**config.mk**
```make
export PLATFORM = sky130hd
export DESIGN_NAME = mips_multicycle_ctrl
export DESIGN_NICKNAME = d
export VERILOG_FILES = /design/src/rtl/mips_multicycle_ctrl.sv
export SDC_FILE = /design/constraint.sdc
export NUM_CORES = 1
export LEC_CHECK = 0
export ABC_AREA = 1
export CAP_MARGIN = 25
export CORE_UTILIZATION = 35
export CTS_CLUSTER_SIZE = 28
export DETAILED_ROUTE_END_ITERATION = 7
export DONT_BUFFER_PORTS = 1
export HOLD_SLACK_MARGIN = 0.06
export PLACE_DENSITY = 0.51
export REMOVE_ABC_BUFFERS = 1
export SLEW_MARGIN = 10
export SYNTH_ARGS = -nofsm -noshare
export SYNTH_HDL_FRONTEND = slang
export SYNTH_SLANG_ARGS = --single-unit
```
**constraint.sdc**
```tcl
create_clock -name clk_i -period 1.75 [get_ports clk_i]
set_clock_uncertainty 0.15 [all_clocks]
set_input_delay 0.35 -clock clk_i [delete_from_list [all_inputs] [get_ports clk_i]]
set_output_delay 0.35 -clock clk_i [all_outputs]
set_load 0.03 [all_outputs]
```
**src/rtl/mips_multicycle_ctrl.sv**
```systemverilog
// Multi-cycle MIPS main control: Moore FSM sequencing fetch/decode/execute/memory/write-back
// and driving ALU operation, datapath selects and write enables.
module mips_multicycle_ctrl (
    input  logic       clk_i,
    input  logic       reset_i,
    input  logic [5:0] op_i,
    input  logic [5:0] funct_i,
    input  logic       aluZero_i,
    output logic [2:0] ALUop_o,
    output logic       aluSrcA_o,
    output logic [1:0] aluSrcB_o,
    output logic [1:0] pcSrc_o,
    output logic       pcEn_o,
    output logic       iorD_o,
    output logic       memWrite_o,
    output logic       irWrite_o,
    output logic       regWrite_o,
    output logic       regDst_o,
    output logic       memToReg_o,
    output logic       illegal_o,
    output logic [3:0] state_o
);

    typedef enum logic [3:0] {
        S_RST    = 4'd0,
        S_FETCH  = 4'd1,
        S_DECODE = 4'd2,
        S_MEMADR = 4'd3,
        S_MEMRD  = 4'd4,
        S_MEMWB  = 4'd5,
        S_MEMWR  = 4'd6,
        S_REXEC  = 4'd7,
        S_RWB    = 4'd8,
        S_BEQEX  = 4'd9,
        S_ADDIEX = 4'd10,
        S_ADDIWB = 4'd11,
        S_JEX    = 4'd12
    } state_t;

    localparam logic [5:0] OP_RTYPE = 6'b000000;
    localparam logic [5:0] OP_LW    = 6'b100011;
    localparam logic [5:0] OP_SW    = 6'b101011;
    localparam logic [5:0] OP_BEQ   = 6'b000100;
    localparam logic [5:0] OP_ADDI  = 6'b001000;
    localparam logic [5:0] OP_J     = 6'b000010;

    localparam logic [2:0] ALU_AND = 3'b000;
    localparam logic [2:0] ALU_OR  = 3'b001;
    localparam logic [2:0] ALU_ADD = 3'b010;
    localparam logic [2:0] ALU_SUB = 3'b110;
    localparam logic [2:0] ALU_SLT = 3'b111;

    state_t state_q, state_d;
    logic   pc_write, branch;

    always_ff @(posedge clk_i) begin
        if (reset_i) state_q <= S_RST;
        else         state_q <= state_d;
    end

    always_comb begin
        state_d    = S_FETCH;
        ALUop_o    = ALU_ADD;
        aluSrcA_o  = 1'b0;
        aluSrcB_o  = 2'b00;
        pcSrc_o    = 2'b00;
        iorD_o     = 1'b0;
        memWrite_o = 1'b0;
        irWrite_o  = 1'b0;
        regWrite_o = 1'b0;
        regDst_o   = 1'b0;
        memToReg_o = 1'b0;
        illegal_o  = 1'b0;
        pc_write   = 1'b0;
        branch     = 1'b0;
        case (state_q)
            S_FETCH: begin
                irWrite_o = 1'b1;
                aluSrcB_o = 2'b01;
                pc_write  = 1'b1;
                state_d   = S_DECODE;
            end
            S_DECODE: begin
                // Speculatively form the branch target into ALUOut.
                aluSrcB_o = 2'b11;
                case (op_i)
                    OP_LW, OP_SW: state_d = S_MEMADR;
                    OP_RTYPE:     state_d = S_REXEC;
                    OP_BEQ:       state_d = S_BEQEX;
                    OP_ADDI:      state_d = S_ADDIEX;
                    OP_J:         state_d = S_JEX;
                    default: begin
                        illegal_o = 1'b1;
                        state_d   = S_FETCH;
                    end
                endcase
            end
            S_MEMADR: begin
                aluSrcA_o = 1'b1;
                aluSrcB_o = 2'b10;
                state_d   = (op_i == OP_SW) ? S_MEMWR : S_MEMRD;
            end
            S_MEMRD: begin
                iorD_o  = 1'b1;
                state_d = S_MEMWB;
            end
            S_MEMWB: begin
                memToReg_o = 1'b1;
                regWrite_o = 1'b1;
            end
            S_MEMWR: begin
                iorD_o     = 1'b1;
                memWrite_o = 1'b1;
            end
            S_REXEC: begin
                aluSrcA_o = 1'b1;
                state_d   = S_RWB;
                case (funct_i)
                    6'b100000: ALUop_o = ALU_ADD;
                    6'b100010: ALUop_o = ALU_SUB;
                    6'b100100: ALUop_o = ALU_AND;
                    6'b100101: ALUop_o = ALU_OR;
                    6'b101010: ALUop_o = ALU_SLT;
                    default: begin
                        illegal_o = 1'b1;
                        state_d   = S_FETCH;
                    end
                endcase
            end
            S_RWB: begin
                regDst_o   = 1'b1;
                regWrite_o = 1'b1;
            end
            S_BEQEX: begin
                aluSrcA_o = 1'b1;
                ALUop_o   = ALU_SUB;
                branch    = 1'b1;
                pcSrc_o   = 2'b01;
            end
            S_ADDIEX: begin
                aluSrcA_o = 1'b1;
                aluSrcB_o = 2'b10;
                state_d   = S_ADDIWB;
            end
            S_ADDIWB: regWrite_o = 1'b1;
            S_JEX: begin
                pcSrc_o  = 2'b10;
                pc_write = 1'b1;
            end
            default: state_d = S_FETCH;
        endcase
    end

    assign pcEn_o  = pc_write | (branch & aluZero_i);
    assign state_o = state_q;

endmodule
```
==> impl_results.rst <==
.. list-table::
   :header-rows: 1

   * - Metric
     - Value
   * - Outcome
     - finished, violations left
   * - Violated checks
     - setup timing
   * - Number of placement rows
     - 13
   * - Cell type group with the largest total delay on the critical path
     - simple AND/OR/NAND/NOR gates
   * - Die width
     - 41.6 um
   * - TritonCTS clock tree
     - yes
   * - Number of placed cells counting well taps
     - between 100 and 150
   * - Buffer and inverter count on the worst path
     - 2
   * - Slowest stage cell on the critical path
     - sky130_fd_sc_hd__dfxtp_4
   * - Worst-case clock buffer depth
     - 2
   * - Vias
     - 736
   * - R2R cell count
     - 7
   * - Count of nets after finishing
     - between 150 and 200
   * - Pre-antenna DRT Iters
     - 4
   * - Fmax
     - approximately 0.54 GHz
   * - Antenna diode count
     - 0
   * - Hold path start
     - reset_i
   * - Max Cap Violations
     - 0
   * - Fill count
     - about 140
   * - Worst-Margin Slew
     - ~0.29 ns
   * - Non-filler instance count after layout
     - approximately 150
   * - Initial core utilization
     - 0.397
   * - Port Buffer Count
     - 0
   * - Routed wirelength normalized by instance count
     - approximately 10 um
   * - Final worst path period need
     - 1.84 ns
   * - Post-Synth XOR/XNOR Area
     - 0
   * - DRC violation total after the first TritonRoute iteration
     - 6
   * - FFs w/ async S/R, synth
     - 0
   * - # setup viols final
     - 6
   * - Startpoint class of the critical path
     - flop
   * - Clock Sinks
     - 4
   * - Final hold violation count
     - 0
   * - Die Outline Area
     - approximately 1700 um2
   * - Top cells by instance count after synthesis
     - sky130_fd_sc_hd__nor2_1 (27), sky130_fd_sc_hd__nand2_1 (23), sky130_fd_sc_hd__inv_1 (16), sky130_fd_sc_hd__nand3_1 (13)
   * - Total GRT Usage
     - 0.176
   * - Setup ws final
     - -0.0865 ns
   * - Power Total
     - 707 uW
   * - Leakage Power
     - about 0.50 nW
   * - Count of cell types in the netlist
     - 18
   * - DRT Wirelength
     - roughly 1500 um
   * - Largest stage delay, worst path
     - 0.38 ns
   * - Most numerous cell in the Yosys netlist
     - sky130_fd_sc_hd__nor2_1
   * - CTS buffer count
     - 3
   * - Relative contribution of sequential cells to total power
     - 0.189
   * - Post-synthesis cell type with the largest combined area
     - sky130_fd_sc_hd__nor2_1
   * - Wire length of the first global-routing pass
     - around 2500 um
   * - I/O pin total
     - 35
   * - Arithmetic-cell share of the synthesized area counting full adders, half adders and majority gates
     - 0
   * - Global-route congestion overflow total
     - 0
   * - Post-synthesis sequential area ratio
     - 0.146
   * - Clock Tree Root
     - sky130_fd_sc_hd__clkbuf_4
   * - Vias per cell
     - roughly 4.8
   * - Number of antenna violations at the first check in global routing
     - 0
   * - Share of final-layout standard cells stronger than drive strength 1
     - 0.428
   * - Power share of the clock group
     - 0.155
   * - Path category of the worst min-delay check
     - input pin to flop
   * - R2r endpoint
     - state_o[0]$_SDFF_PP0_
   * - Register bit total from synthesis
     - 4
   * - Cell count after synthesis
     - ~110
   * - Final Cycle Share
     - 1.05
   * - Die Span Y
     - approximately 42 um
   * - Type of destination of the critical path
     - primary output
   * - Simple-gate portion of the synthesized area
     - 0.604
   * - Worst-case register-to-register setup slack
     - 0.34 ns
   * - Combinational family with the most area after synthesis
     - simple AND/OR/NAND/NOR gates
   * - Syn_area_per_cell
     - 5.09 um2
   * - Commonest register cell after synthesis
     - sky130_fd_sc_hd__dfxtp_1
   * - Multiplexer fraction of the synthesized cell area
     - 0
   * - Number of slew-limit violations in the final report
     - 0
   * - Number of synthesized flops with an enable pin
     - 0
   * - Worst-skew pair later-pin latency
     - 0.23 ns
   * - Relative contribution of combinational cells to total power
     - 0.655
   * - Ranking of synthesized cells by area
     - sky130_fd_sc_hd__nor2_1 (18%), sky130_fd_sc_hd__nand2_1 (16%), sky130_fd_sc_hd__dfxtp_1 (15%)
   * - Internal power summed over all cells
     - roughly 360 uW
   * - Count of synthesis-stage warnings from yosys
     - 0
   * - Dpl hpwl
     - about 1200 um
   * - Critical setup path kind
     - flop to primary output
   * - Placeable core region
     - around 1400 um2
   * - Post-route antenna net violation count
     - 0
   * - Number of flip-flops in the largest register
     - 4
   * - Final weighted congestion in routability-driven placement
     - 0.792
   * - Maximum VDD drop
     - ~0.60 mV
   * - Maximum number of pins on one net before global-route repair
     - 7
   * - Clock transition time at the flip-flop clock pins of the worst setup and hold paths
     - ~0.040 ns
   * - Deepest level of the CTS H-tree
     - 1
   * - Hold Crit Depth
     - 3
   * - Post-synthesis instance area
     - approximately 550 um2
   * - Synth Area in Compound Gates
     - 0.112
   * - Switching part of the total
     - 0.485
   * - Maximum fanout count along the critical path
     - 3
   * - Power Density
     - 785 nW/um2
   * - Required time of the critical path
     - 1.25 ns
   * - Critical path, cell by cell
     - inv_4 -> nor2_4 -> nand2_4 -> or2_1 -> o21ai_2 -> buf_6
   * - Via count of the first global-routing pass
     - 642
   * - Worst hold endpoint
     - state_o[1]$_SDFF_PP0_
   * - Crit path DAT
     - about 1.3 ns
   * - Number of remaining DRC errors
     - 0
   * - Top-area cell type share of the netlist area
     - 0.185
   * - Area delta synth->final
     - 64.0%
   * - Reg-to-reg critical path startpoint
     - state_o[0]$_SDFF_PP0_
   * - Relative slew slack
     - 0.804
   * - Sw Pwr
     - 343 uW
   * - Unrepaired setup endpoints after global routing
     - yes
## power by group through the flow
stage | combinational, mW | sequential [mW] | clock [mW]
after floorplan | 0.243 | 0.154 | 0
after global placement | 0.409 | 0.125 | 0
after detailed placement | 0.409 | 0.126 | 0
after CTS | 0.433 | 0.127 | 0.115
after global routing | 0.495 | 0.137 | 0.122
final | 0.463 | 0.134 | 0.110
## final cells by class
cell class,instances,area (um2),share of cell area
multi-input cells,84,450,0.500
repair buffers,27,234,0.260
flip-flops and latches,4,95.1,0.106
inverters,20,80.1,0.0889
clock buffers,3,22.5,0.0250
well taps,15,18.8,0.0208
## stage by stage
step                setup slack, ns   util  hold slack [ns]  TNS (ns)  instance area [um2]
detailed placement           0.0748  0.554            0.276         0                  766
global route                 -0.189  0.652            0.105     -1.26                  901
floorplan                    -0.547      -            0.269     -2.18                  549
global placement             0.0898  0.554            0.277         0                  766
finish                      -0.0865  0.652            0.115    -0.359                  901
CTS                         -0.0650  0.608           0.0931    -0.374                  841
## layout by cell type, fill, tap and decap left out, types with 3 or more instances in the layout
master                     synthesis  routed
sky130_fd_sc_hd__inv_2             3       3
sky130_fd_sc_hd__a21oi_1           4       3
sky130_fd_sc_hd__clkbuf_4          0       3
sky130_fd_sc_hd__nor2_4            1       3
sky130_fd_sc_hd__nand3_1          13      13
sky130_fd_sc_hd__nor2_2            3       4
sky130_fd_sc_hd__inv_1            16      15
sky130_fd_sc_hd__dfxtp_4           0       4
sky130_fd_sc_hd__nor2_1           27      24
sky130_fd_sc_hd__nand2_2           2       7
sky130_fd_sc_hd__buf_4             0      23
sky130_fd_sc_hd__nand2_1          23      17
## worst reg2reg max path, delay by kind of cell (launching register included)
family | cells | cell delay, ns
buffers and inverters | 1 | 0.06
AND/OR/NAND/NOR | 6 | 0.74
flip-flops | 1 | 0.36
## cells by family after synthesis
kind of cell           count (synthesis)
AO/OA/AOI/OAI                         10
buffers and inverters                 20
flip-flops                             4
AND/OR/NAND/NOR                       74
## how the worst max path moves through the flow
stage | slack [ns] | end | cells after the start | start
after global placement | 0.09 | ALUop_o[0] | 6 | state_o[2]$_SDFF_PP0_
final | -0.09 | ALUop_o[0] | 6 | state_o[2]$_SDFF_PP0_
after CTS | -0.07 | aluSrcB_o[1] | 6 | state_o[0]$_SDFF_PP0_
after detailed placement | 0.07 | ALUop_o[0] | 6 | state_o[1]$_SDFF_PP0_
after global routing | -0.19 | pcSrc_o[1] | 4 | state_o[1]$_SDFF_PP0_
after floorplan | -0.55 | pcEn_o | 4 | state_o[1]$_SDFF_PP0_
## layer usage
layer	GRT usage	wire length (um)	up-vias
met3	0.0478	61	0
met2	0.297	770	18
met4	0.0194	0	0
met1	0.229	693	320
met5	0	0	-
li1	-	-	398
## timing repair
item | CTS | global route
resized for setup | 14 | 15
pin swaps | 1 | 3
hold buffers | 1 | 0
buffers inserted | 1 | 2
endpoints found under the hold margin | 3 | 0
setup endpoints to repair | 8 | 11
(Power assumes the default switching activity.)
